File: config.mk
export PLATFORM = sky130hd
export DESIGN_NAME = obi_manager
export DESIGN_NICKNAME = d
export VERILOG_FILES = /design/src/rtl/obi_manager.sv
export SDC_FILE = /design/constraint.sdc
export NUM_CORES = 1
export LEC_CHECK = 0
export BUFFER_PORTS_ARGS = -buffer_cell sky130_fd_sc_hd__buf_2
export CAP_MARGIN = 20
export CORE_MARGIN = 2
export CORE_UTILIZATION = 50
export CTS_CLUSTER_DIAMETER = 200
export DETAILED_ROUTE_END_ITERATION = 10
export GPL_TIMING_DRIVEN = 1
export PLACE_DENSITY = 0.95
export REMOVE_ABC_BUFFERS = 1
export SLEW_MARGIN = 10
export SYNTH_ARGS = -nofsm -noshare
export SYNTH_HDL_FRONTEND = slang
export SYNTH_SLANG_ARGS = --single-unit
export TNS_END_PERCENT = 1
File: constraint.sdc
create_clock -name clk_i -period 6.2 [get_ports clk_i]
set_input_delay 0.93 -clock clk_i [delete_from_list [all_inputs] [get_ports clk_i]]
set_output_delay 0.93 -clock clk_i [all_outputs]
set_load 0.01 [all_outputs]
File: src/rtl/obi_manager.sv
`default_nettype none
// ============================================================================
//  Module   : obi_manager
//  Purpose  : Single-port OBI manager. Accepts commands on a valid/ready
//             stream, issues them as OBI A-channel requests, and returns the
//             R-channel responses on a registered valid/ready port. Every
//             response is tagged with the direction of its transaction.
//  Ports    : clk_i/reset_i          clock, synchronous active-high reset
//             cmd_*                  command stream (addr, we, be, wdata)
//             rsp_*                  response stream (rdata, err, we)
//             obi_*                  OBI A/R channel towards the subordinate
//             busy_o                 any transaction pending in the block
//             proto_err_o            sticky: rvalid with nothing outstanding
//  Revision : 1.0 - initial release
// ============================================================================
module obi_manager #(
  parameter int ADDR_WIDTH      = 32,
  parameter int DATA_WIDTH      = 32,
  parameter int MAX_OUTSTANDING = 2
) (
  input  logic                    clk_i,
  input  logic                    reset_i,
  // command stream
  input  logic                    cmd_valid_i,
  output logic                    cmd_ready_o,
  input  logic [ADDR_WIDTH-1:0]   cmd_addr_i,
  input  logic                    cmd_we_i,
  input  logic [DATA_WIDTH/8-1:0] cmd_be_i,
  input  logic [DATA_WIDTH-1:0]   cmd_wdata_i,
  // response stream
  output logic                    rsp_valid_o,
  input  logic                    rsp_ready_i,
  output logic [DATA_WIDTH-1:0]   rsp_rdata_o,
  output logic                    rsp_err_o,
  output logic                    rsp_we_o,
  // OBI A channel
  output logic                    obi_req_o,
  input  logic                    obi_gnt_i,
  output logic [ADDR_WIDTH-1:0]   obi_addr_o,
  output logic                    obi_we_o,
  output logic [DATA_WIDTH/8-1:0] obi_be_o,
  output logic [DATA_WIDTH-1:0]   obi_wdata_o,
  // OBI R channel
  input  logic                    obi_rvalid_i,
  output logic                    obi_rready_o,
  input  logic [DATA_WIDTH-1:0]   obi_rdata_i,
  input  logic                    obi_err_i,
  // status
  output logic                    busy_o,
  output logic                    proto_err_o
);

  localparam int BE_WIDTH  = DATA_WIDTH / 8;
  localparam int CNT_WIDTH = $clog2(MAX_OUTSTANDING + 1);
  localparam logic [CNT_WIDTH-1:0] MAX_CNT = CNT_WIDTH'(MAX_OUTSTANDING);

  // A stage
  logic                   a_valid_q;
  logic [ADDR_WIDTH-1:0]  a_addr_q;
  logic                   a_we_q;
  logic [BE_WIDTH-1:0]    a_be_q;
  logic [DATA_WIDTH-1:0]  a_wdata_q;

  // outstanding tracking; tag_q[0] is always the oldest transaction
  logic [CNT_WIDTH-1:0]       outstanding_q;
  logic [CNT_WIDTH-1:0]       outstanding_d;
  logic [CNT_WIDTH-1:0]       wr_idx;
  logic [MAX_OUTSTANDING-1:0] tag_q;
  logic [MAX_OUTSTANDING-1:0] tag_d;

  // R stage
  logic                   rsp_valid_q;
  logic                   rsp_we_q;
  logic                   rsp_err_q;
  logic [DATA_WIDTH-1:0]  rsp_rdata_q;
  logic                   proto_err_q;

  logic cmd_fire;
  logic a_fire;
  logic r_fire;
  logic r_pop;
  logic r_spurious;

  assign cmd_ready_o  = !a_valid_q && (outstanding_q < MAX_CNT);
  assign cmd_fire     = cmd_valid_i && cmd_ready_o;
  assign a_fire       = a_valid_q && obi_gnt_i;
  assign obi_rready_o = !rsp_valid_q || rsp_ready_i;
  assign r_fire       = obi_rvalid_i && obi_rready_o;
  assign r_pop        = r_fire && (outstanding_q != '0);
  assign r_spurious   = r_fire && (outstanding_q == '0);

  assign obi_req_o    = a_valid_q;
  assign obi_addr_o   = a_addr_q;
  assign obi_we_o     = a_we_q;
  assign obi_be_o     = a_be_q;
  assign obi_wdata_o  = a_wdata_q;

  assign rsp_valid_o  = rsp_valid_q;
  assign rsp_rdata_o  = rsp_rdata_q;
  assign rsp_err_o    = rsp_err_q;
  assign rsp_we_o     = rsp_we_q;
  assign busy_o       = a_valid_q || (outstanding_q != '0) || rsp_valid_q;
  assign proto_err_o  = proto_err_q;

  // The new tag lands just above the surviving entries: when a pop happens in
  // the same cycle the queue shifts down first, so the slot moves down by one.
  // A push only happens while a_valid_q is set, which cmd_ready_o allowed only
  // with outstanding_q < MAX, so wr_idx always stays in range.
  assign wr_idx = outstanding_q - CNT_WIDTH'(r_pop);

  always_comb begin
    tag_d = tag_q;
    if (r_pop) begin
      tag_d = tag_q >> 1;
    end
    for (int i = 0; i < MAX_OUTSTANDING; i++) begin
      if (a_fire && (CNT_WIDTH'(i) == wr_idx)) begin
        tag_d[i] = a_we_q;
      end
    end
  end

  always_comb begin
    outstanding_d = outstanding_q;
    if (a_fire && !r_pop) begin
      outstanding_d = outstanding_q + CNT_WIDTH'(1);
    end else if (!a_fire && r_pop) begin
      outstanding_d = outstanding_q - CNT_WIDTH'(1);
    end
  end

  always_ff @(posedge clk_i) begin
    if (reset_i) begin
      a_valid_q     <= 1'b0;
      a_addr_q      <= '0;
      a_we_q        <= 1'b0;
      a_be_q        <= '0;
      a_wdata_q     <= '0;
      outstanding_q <= '0;
      tag_q         <= '0;
      rsp_valid_q   <= 1'b0;
      rsp_we_q      <= 1'b0;
      rsp_err_q     <= 1'b0;
      rsp_rdata_q   <= '0;
      proto_err_q   <= 1'b0;
    end else begin
      // cmd_fire and a_fire are mutually exclusive (ready needs !a_valid_q)
      if (cmd_fire) begin
        a_valid_q <= 1'b1;
        a_addr_q  <= cmd_addr_i;
        a_we_q    <= cmd_we_i;
        a_be_q    <= cmd_be_i;
        a_wdata_q <= cmd_wdata_i;
      end else if (a_fire) begin
        a_valid_q <= 1'b0;
      end

      outstanding_q <= outstanding_d;
      tag_q         <= tag_d;

      if (r_pop) begin
        rsp_valid_q <= 1'b1;
        rsp_we_q    <= tag_q[0];
        rsp_err_q   <= obi_err_i;
        rsp_rdata_q <= tag_q[0] ? '0 : obi_rdata_i;
      end else if (rsp_ready_i) begin
        rsp_valid_q <= 1'b0;
      end

      if (r_spurious) begin
        proto_err_q <= 1'b1;
      end
    end
  end

endmodule
`default_nettype wire

==> After elaboration in Yosys (flattened, before gate mapping) <==
Cells that the tools add are included.
{ "classes": {"eq_ne": 1, "order_cmp": 1, "muxes": 10, "add_sub_neg": 3, "reduce_logical": 25} }
{ "op_table": {"columns": ["operator", "count"], "rows": [
  ["two-way mux 32 bit", 1],
  ["nonzero test 2 bit", 6],
  ["logical AND 1 bit", 10],
  ["two-way mux 1 bit", 6],
  ["two-way mux 2 bit", 3],
  ["zero test 1 bit", 4],
  ["zero test 2 bit", 2],
  ["logical OR 1 bit", 3],
  ["adder 2 x 1 -> 2 bit, second input constant", 1],
  ["equality test 1 x 2 -> 1 bit, first input constant", 1],
  ["less-than comparator 2 bit, second input constant", 1],
  ["subtractor 2 x 1 -> 2 bit", 1],
  ["subtractor 2 x 1 -> 2 bit, second input constant", 1]
]} }
{ "totals": {"inputBits": 108, "out_inout_bits": 109, "ff_bits": 110, "elab_cells": 53} }

==> Depth between registers and ports, before layout <==
Gate-level depths: netlist of the first run.
{ "logic_depth": {"ltp_word": 8, "ltp_mapped": 9, "mapped_depth_nobuf": 8} }

==> Worst setup path after synthesis of the first run <==
No wires, ideal clock.
{ "synth_timing": {"path_type": "in2reg", "from": "input rsp_ready_i", "to": "register tag_q[1]", "required_time_ns": 6.104, "setup_slack_ns": 3.744, "arrival_ns": 2.360, "setup_ns": 0.096, "cell_stages": 9, "cell_sequence": "nor2b_1 > buf_2 > inv_2 > nand3_4 > inv_1 > ha_1 > nand3b_1 > or4b_1 > o41ai_2"} }
{ "synth_via": {"elab_chain_len": 7, "word_cells_on_any_way": 8, "classes_between": "add/sub (1); eq/ne (1); mux (1); reduce/logical (5)"} }
{ "synth_lines": {"columns": ["item", "line_no", "rtl"], "rows": [
  ["start: declaration", "32", "input logic rsp_ready_i,"],
  ["logical OR 1 bit (*)", "87", "assign obi_rready_o = !rsp_valid_q || rsp_ready_i;"],
  ["logical AND 1 bit (*)", "88", "assign r_fire = obi_rvalid_i && obi_rready_o;"],
  ["logical AND 1 bit (*)", "89", "assign r_pop = r_fire && (outstanding_q != '0);"],
  ["named net r_pop", "81", "logic r_pop;"],
  ["subtractor 2 x 1 -> 2 bit", "109", "assign wr_idx = outstanding_q - CNT_WIDTH'(r_pop);"],
  ["equality test 1 x 2 -> 1 bit", "117", "if (a_fire && (CNT_WIDTH'(i) == wr_idx)) begin"],
  ["logical AND 1 bit", "117", null],
  ["two-way mux 1 bit or nonzero test 2 bit (tied branches)", null, null],
  ["end signal: assignment", "159", "tag_q <= tag_d;"],
  ["end: declaration", "68", "logic [MAX_OUTSTANDING-1:0] tag_q;"]
]} }
Mark *: on every way through the listed nets, which the timed path passes. The rest lies on a longest branch.
A chain may end at the register's enable or synchronous reset.

==> Worst setup path in the final report of the first run <==
{ "layout_timing": {"from": "input rsp_ready_i", "to": "output obi_rready_o"} }
{ "layout_via": {"elab_chain_len": 1} }
{ "layout_lines": {"columns": ["item", "line_no", "rtl"], "rows": [
  ["logical OR 1 bit", "87", null],
  ["end: declaration", "45", "output logic obi_rready_o,"]
]} }
No other way between the ends.

==> results of run 1 <==
[stage by stage]
step | hold WS (ns) | instances | power, mW | instance area [sq um]
after floorplan | 0.455 | 490 | 1.30 | 4180
after global placement | 0.438 | 819 | 1.56 | 5440
after detailed placement | 0.445 | 819 | 1.59 | 5440
after CTS | 0.461 | 835 | 1.99 | 5620
after global routing | 0.481 | 837 | 2.12 | 5680
final | 0.458 | 837 | 2.00 | 5680
[power breakdown]
part	leakage [nW]	internal [mW]	total (mW)	switching [mW]
Sequential	0.900	0.819	0.894	0.0750
Clock	0.0905	0.154	0.403	0.248
Combinational	1.61	0.250	0.701	0.451
[worst min-delay path: stages, from the launching register on]
cell,delay [ns]
dfxtp_1,0.32
nand2_1,0.05
a21oi_1,0.05
[sequential cells by signal, summed over array words and instances (netlist names)]
register and flops:
obi_we_o 1, obi_be_o 4, rsp_we_o 1, proto_err_o 1
rsp_valid_o 1, obi_req_o 1, obi_wdata_o 32, tag_q 2
rsp_err_o 1, obi_addr_o 32, rsp_rdata_o 32, outstanding_q 2
[synth_stat cells (all sizes together), types with 2 or more instances]
master	n	area (sq um)
nand2	139	522
dfxtp	110	2200
a21oi	106	531
nand4	35	219
o31ai	35	263
nor2b	33	206
buf	30	229
clkbuf	24	90.1
nor2	6	25.0
inv	4	15.0
xor2	3	26.3
ha	2	25.0
nand3	2	22.5
or2	2	12.5
[kinds of logic after synthesis]
kind of cell,Yosys count,synth area share
xor+xnor,3,0.00584
flops,110,0.490
buf+inv,59,0.0751
fa+ha+maj,2,0.00556
simple gates,225,0.239
compound gates,145,0.184
[how the worst max path moves through the flow]
stage	from	to	slack, ns	depth (start not counted)
finish	rsp_ready_i	obi_rready_o	3.12	5
global route	rsp_ready_i	obi_rready_o	3.05	5
CTS	rsp_ready_i	obi_rready_o	3.17	5
detailed placement	rsp_ready_i	tag_q[1]	2.91	10
global placement	rsp_ready_i	tag_q[1]	3.02	10
floorplan	rsp_ready_i	tag_q[1]	1.93	8
[final cells by class]
cell class	instances	area share
clock inverter	6	0.00992
tap	108	0.0238
inverter	5	0.00331
clock buffer	10	0.0225
sequential	110	0.388
multi-input combinational	375	0.345
timing repair buffer	223	0.207
[routing by layer]
metal	vias to the layer above	share of wire	GRT usage
met2	179	0.52	0.405
met4	0	0.030	0.113
met3	38	0.054	0.0475
met5	-	0	0
met1	2122	0.39	0.298
li1	2222	-	-
[cells in the final DEF (no fill, tap or decap), types with 3 or more instances in the layout]
cell	n
nor2_1	5
xor2_1	3
nand2_1	139
buf_4	6
a21oi_1	106
clkinv_4	3
inv_1	3
buf_2	215
nand4_1	35
dfxtp_1	110
o31ai_1	35
nor2b_1	32
clkbuf_8	9
==> flow_summary.toml, run 1 <==
[global_route]
overflow = 0
grt_max_degree = 112
grt_pass1_wl_um = 19500
grtUsageTotal = 0.241
grt_antenna_before_repair = 0
grt_pass1_vias = 4188

[clocking]
ctsHtreeMaxLevel = 3
cts_root_buf = "clkbuf_8"
tritoncts = "yes"
max-clock-path-buffers = 2
cts.repair.resized = 0
cts_buffers = 9
postCtsSetupBuffers = 0
clkTransAtPathRegs_ns = 0.11
worstSkewPairLatency_ns = 0.36
hold_buffers = 0
cts.sinks = 110

[logic_synthesis]
synth-edff-count = 0
syn_area_sq_um = 4500
seq_area_frac_synth = 0.490
ys_ff_latch = 110
yosysWarnings = 0
ys.flop_type = "dfxtp_1"
ys_types = 33
async_flop_share = 0
netlist_instances = 544
synth_area_per_cell_sq_um = 8.27

[sta]
setup_viol = 0
fin_setup_tns_ns = 0
fin_ws_ns = 3.12
fmax_mhz = 325
tightest_slew_ns = 0.967
fin_skew_ns = 0.0152
period_needed_ns = 3.08
fin_crit_sh = 0.496
max-slew-margin-rel = 0.351
hold_violations = 0
slew_viol_final = 0
grt_setup_unrepaired = "false"

[die]
num_io_pins = 217
dieHeight_um = 98.8
initial_core_util = 0.516
placementRows = 34
core_sq_um = 8720
die_w_um = 98.8
fp.dieArea_sq_um = 9770

[place]
io_buffers = 216
hpwl_um = 8430
pre_cts_ws_ns = 2.91
gp_congestion = 0.871

[status]
status = "finished, final reports clean"

[final_layout]
fin_nets = 834
area.sequential_sq_um = 2200
drive_gt1_frac = 0.337
multiInputGateArea_sq_um = 1960
synthToLayoutAreaGrowth_pct = 26.2
final.fill_count = 736
antenna_cells = 0
final_core_util = 0.651

[route]
num_vias = 4561
antenna_left = 0
wl_um = 12500
drt_iter0_markers = 289
wire_per_inst_um = 15.0
drc = 0
dr.pass1.iters = 4
via_per_inst = 5.45

[setup_path]
worstReg2RegEnd = "tag_q[1]"
r2r.worst_path.cells = 9
crit_top_cell = "buf_2"
setup.worst_path.class = "input port to primary output"
slowest_stage = "buf_4"
cp-start-kind = "input port"
rrSetupSlack_ns = 3.48
r2r_start = "rsp_valid_o"
path_buf_inv = 4
endpoint_kind = "primary output"
crit_chain = "buf_2, nor2b_2, buf_4, inv_2, buf_2"
critPathMaxFanout = 39
cp_top_family = "buffers and inverters"
cp_data_required_time_ns = 5.27
crit_arrival_ns = 2.15
max_stage_delay_ns = 0.37

[power_and_ir_drop]
pwr_density_cell_nw_per_um2 = 352
p_leak_nw = 2.60
peakVddDrop_v = 0.000177

[hold_path]
whs_path_depth = 2
min_to = "obi_wdata_o[19]"
min_from = "obi_wdata_o[19]"
hold_class = "register to register"

[flow_run]
maxCapViolCount = 0
Power figures use the tool's default switching activity.
==> run 2: changes to the inputs <==
Settings changed: CORE_UTILIZATION 50 to 46, PLACE_DENSITY 0.95 to 0.9.
Clock period 6.2 ns to 3 ns, I/O delays scaled along.
==> run 2 against run 1 <==
Against the previous run: global-route usage decreased by 2.7 points; sequential power up 100%; register-to-register slack lost 2.4 ns; clock power increased by 97%; critical endpoint is now tag_q[1]; largest cell class unchanged.
==> flow_summary.toml, run 2 (synthesized netlist as in run 1, its figures left out) <==
[sta]
fin_crit_sh = 0.654
period_needed_ns = 1.96
fmax_mhz = 510
tightest_slew_ns = 0.507
whs_ns = 0.321
fin_skew_ns = 0.00810
grt_setup_unrepaired = "false"
setup_viol = 0
hold_violations = 0
max-slew-margin-rel = 0.661
slew_viol_final = 0

[place]
postPlaceCellArea_sq_um = 5550
gp_congestion = 0.817
dpl.cell_count = 850
io_buffers = 216
hpwl_um = 8390

[global_route]
grt_pass1_wl_um = 18100
grt_antenna_before_repair = 0
grt_pass1_vias = 3812
grtUsageTotal = 0.214
grt_max_degree = 63
overflow = 0

[final_layout]
fin_nets = 838
drive_gt1_frac = 0.342
final_area_sq_um = 5720
final_cell_mix = "buf_2 (215), nand2_1 (139), dfxtp_1 (110)"
final_common_cell = "buf_2"
fin_cells = 865
antenna_cells = 0
synthToLayoutAreaGrowth_pct = 27.2

[route]
wl_um = 12200
via_per_inst = 5.15
drt_iter0_markers = 228
wire_per_inst_um = 14.1
drc = 0
antenna_left = 0
num_vias = 4453
dr.pass1.iters = 4

[clocking]
tritoncts = "yes"
ctsHtreeMaxLevel = 3
clkTransAtPathRegs_ns = 0.11
hold_buffers = 0
max-clock-path-buffers = 2
cts_buffers = 9
postCtsSetupBuffers = 0
cts.repair.resized = 0
cts_root_buf = "clkbuf_8"
cts.sinks = 110
worstSkewPairLatency_ns = 0.35

[die]
core_sq_um = 9640
initial_core_util = 0.467
fp.dieArea_sq_um = 10600
num_io_pins = 217
die_w_um = 103
placementRows = 36
dieHeight_um = 103

[setup_path]
r2r.worst_path.cells = 7
crit_chain = "or2_1, nand3_4, inv_1, ha_1, nand3b_1, or4b_1, o41ai_2"
endpoint_kind = "register"
setup.worst_path.class = "register to register"
critPathMaxFanout = 8
r2r_start = "outstanding_q[1]"
rrSetupSlack_ns = 1.04
max_stage_delay_ns = 0.52
crit_arrival_ns = 2.22
worstReg2RegEnd = "tag_q[1]"
slowest_stage = "dfxtp_1"
cp-start-kind = "register"
cp_data_required_time_ns = 3.26

[power_and_ir_drop]
p_leak_nw = 2.62
peakVddDrop_v = 0.000355
pwr_density_cell_nw_per_um2 = 715

[hold_path]
min_to = "obi_addr_o[1]"
whs_path_depth = 3
min_from = "cmd_addr_i[1]"
hold_class = "input port to register"

[status]
status = "finished, final reports clean"

[flow_run]
maxCapViolCount = 0
[run 2: per-layer routing]
| metal | routed length, um | track usage |
|---|---|---|
| met5 | 0 | 0 |
| met2 | 6160 | 0.349 |
| met3 | 636 | 0.0488 |
| met1 | 5140 | 0.282 |
| met4 | 241 | 0.0709 |
[run 2: critical path, delay by kind of cell, from the launching register on]
kind | cells | cell delay [ns]
fa+ha+maj | 1 | 0.24
compound gates | 1 | 0.06
flops | 1 | 0.52
simple gates | 4 | 0.97
buf+inv | 1 | 0.10
[run 2: metrics by stage]
step,total power [mW],util,worst slack [ns],TNS (ns)
after global placement,3.29,0.576,1.02,0
after CTS,4.11,0.594,1.03,0
after floorplan,2.69,-,-0.792,-2.09
after detailed placement,3.32,0.576,1.01,0
after global routing,4.36,0.594,0.897,0
final,4.09,0.594,1.04,0
[run 2: worst max-delay path by stage]
stage                           startpoint        to
after floorplan                rsp_ready_i  tag_q[1]
after global placement         rsp_ready_i  tag_q[1]
after detailed placement       rsp_ready_i  tag_q[1]
after CTS                 outstanding_q[1]  tag_q[1]
after global routing      outstanding_q[1]  tag_q[1]
final                     outstanding_q[1]  tag_q[1]
[run 2: power breakdown]
part	switching (mW)	internal, mW
Combinational	0.947	0.529
Sequential	0.134	1.69
Clock	0.486	0.306
Total	1.57	2.53
[run 2: layout make-up]
type                            instances  area (sq um)
Clock buffer                            9           124
Clock inverter                          6          47.5
Fill cell                             929          3920
Inverter                                5          18.8
Multi-Input combinational cell        375          1960
Sequential cell                       110          2200
Tap cell                              133           166
Timing Repair Buffer                  227          1200
==> run 3: changes to the inputs <==
Settings changed: CORE_UTILIZATION 46 to 42, PLACE_DENSITY 0.9 to 0.87.
Clock period 3 ns to 1.8 ns, I/O delays scaled along.
==> run 3 against run 2 <==
Against the previous run: combinational power is 81% higher; highest routed layer unchanged; clock power increased by 69%; first-iteration DRC count grew 21%; flip-flop and latch count is the same; register-to-register slack got worse by 0.99 ns; die area rose by 9.2%; utilization is 3.2 points lower; routed wire length up 5.8%.
==> flow_summary.toml, run 3 (synthesized netlist as in run 1, its figures left out) <==
[final_layout]
final_cell_mix = "buf_2 (215), nand2_1 (139), dfxtp_1 (107)"
final.fill_count = 984
area.sequential_sq_um = 2210
fin_nets = 845
drive_gt1_frac = 0.357
antenna_cells = 0
multiInputGateArea_sq_um = 1980
final_core_util = 0.561
final_common_cell = "buf_2"
synthToLayoutAreaGrowth_pct = 29.5

[setup_path]
critPathMaxFanout = 2
cp_data_required_time_ns = 2.09
setup.worst_path.class = "register to register"
cp-start-kind = "register"
endpoint_kind = "register"
crit_arrival_ns = 2.05
max_stage_delay_ns = 0.53
r2r.worst_path.cells = 7
crit_chain = "or2_4, nand3_4, inv_2, ha_4, nand3b_1, or4b_1, o41ai_2"
slowest_stage = "or4b_1"

[route]
antenna_left = 0
drt_iter0_markers = 275
via_per_inst = 5.10
wire_per_inst_um = 14.7
dr.pass1.iters = 5
drc = 0
num_vias = 4464
wl_um = 12900

[place]
pre_cts_ws_ns = 0.00349
gp_congestion = 0.808
hpwl_um = 8650
io_buffers = 216

[clocking]
tritoncts = "yes"
cts.sinks = 110
cts_buffers = 9
worstSkewPairLatency_ns = 0.37
max-clock-path-buffers = 2
cts_root_buf = "clkbuf_8"
clkTransAtPathRegs_ns = 0.10
ctsHtreeMaxLevel = 3

[sta]
fin_ws_ns = 0.0425
slew_viol_final = 0
period_needed_ns = 1.76
hold_violations = 0
fmax_mhz = 569
fin_crit_sh = 0.976
fin_skew_ns = 0.00472
tightest_slew_ns = 0.527
setup_viol = 0
fin_setup_tns_ns = 0
max-slew-margin-rel = 0.648

[power_and_ir_drop]
peakVddDrop_v = 0.000865
pwr_density_cell_nw_per_um2 = 1210
power.total_mw = 7.06
p_leak_nw = 2.66

[die]
num_io_pins = 217
initial_core_util = 0.434
fp.dieArea_sq_um = 11600
core_sq_um = 10400
placementRows = 37
die_w_um = 107
dieHeight_um = 107

[global_route]
grt_pass1_wl_um = 19900
grt_antenna_before_repair = 0
overflow = 0
grt_max_degree = 70
grt_pass1_vias = 4070
grtUsageTotal = 0.216

[hold_path]
hold_class = "input port to register"
whs_path_depth = 3

[flow_run]
maxCapViolCount = 0

[status]
status = "finished, final reports clean"
[run 3: where the power goes]
| group | switching (mW) | total (mW) | leakage (nW) | internal [mW] |
|---|---|---|---|---|
| clock network | 0.837 | 1.34 | 0.0852 | 0.505 |
| registers | 0.209 | 3.03 | 0.901 | 2.82 |
| logic | 1.65 | 2.68 | 1.67 | 1.03 |
| total | 2.70 | 7.06 | 2.66 | 4.36 |
[run 3: layout make-up]
| class | count | area share |
|---|---|---|
| clock buffers | 9 | 0.0213 |
| clock inverters | 7 | 0.00881 |
| inverters | 5 | 0.00322 |
| multi-input cells | 375 | 0.340 |
| flip-flops and latches | 110 | 0.379 |
| well taps | 136 | 0.0292 |
| repair buffers | 234 | 0.219 |
[run 3: timing repair]
item	4_1_cts	5_1_grt
hold buffers	0	0
gates cloned	0	0
pin swaps	0	3
setup endpoints to repair	1	3
buffers inserted	0	2
endpoints found under the hold margin	0	0
resized for setup	2	6
[run 3: path summary, 6_finish.rpt]
path                         end  slack, ns             start
hold reg to reg   obi_addr_o[27]       0.46    obi_addr_o[27]
setup / recovery        tag_q[1]       0.04  outstanding_q[0]
setup reg to reg        tag_q[1]       0.04  outstanding_q[0]
hold / removal    obi_addr_o[23]       0.12    cmd_addr_i[23]
[run 3: stage by stage]
step                hold slack, ns  std cells  cell area [sq um]
finish                       0.116        876               5820
global route                0.0930        876               5820
CTS                          0.102        874               5790
detailed placement           0.443        858               5600
global placement             0.439        858               5600
floorplan                    0.339        490               4180
[run 3: worst max-delay path: cells and delay by family (launching register included)]
kind                       cells  cell delay [ns]
AOI/OAI and AO/OA              1             0.06
adders and majority gates      1             0.20
buffers and inverters          1             0.05
DFF                            1             0.34
and+or+nand+nor                4             1.03
[run 3: per-layer routing]
metal | wire length [um] | track usage | vias to the layer above
met2 | 6500 | 0.364 | 140
met4 | 376 | 0.0962 | 0
met3 | 565 | 0.0406 | 30
met1 | 5440 | 0.267 | 2054
met5 | 0 | 0 | -
li1 | - | - | 2240
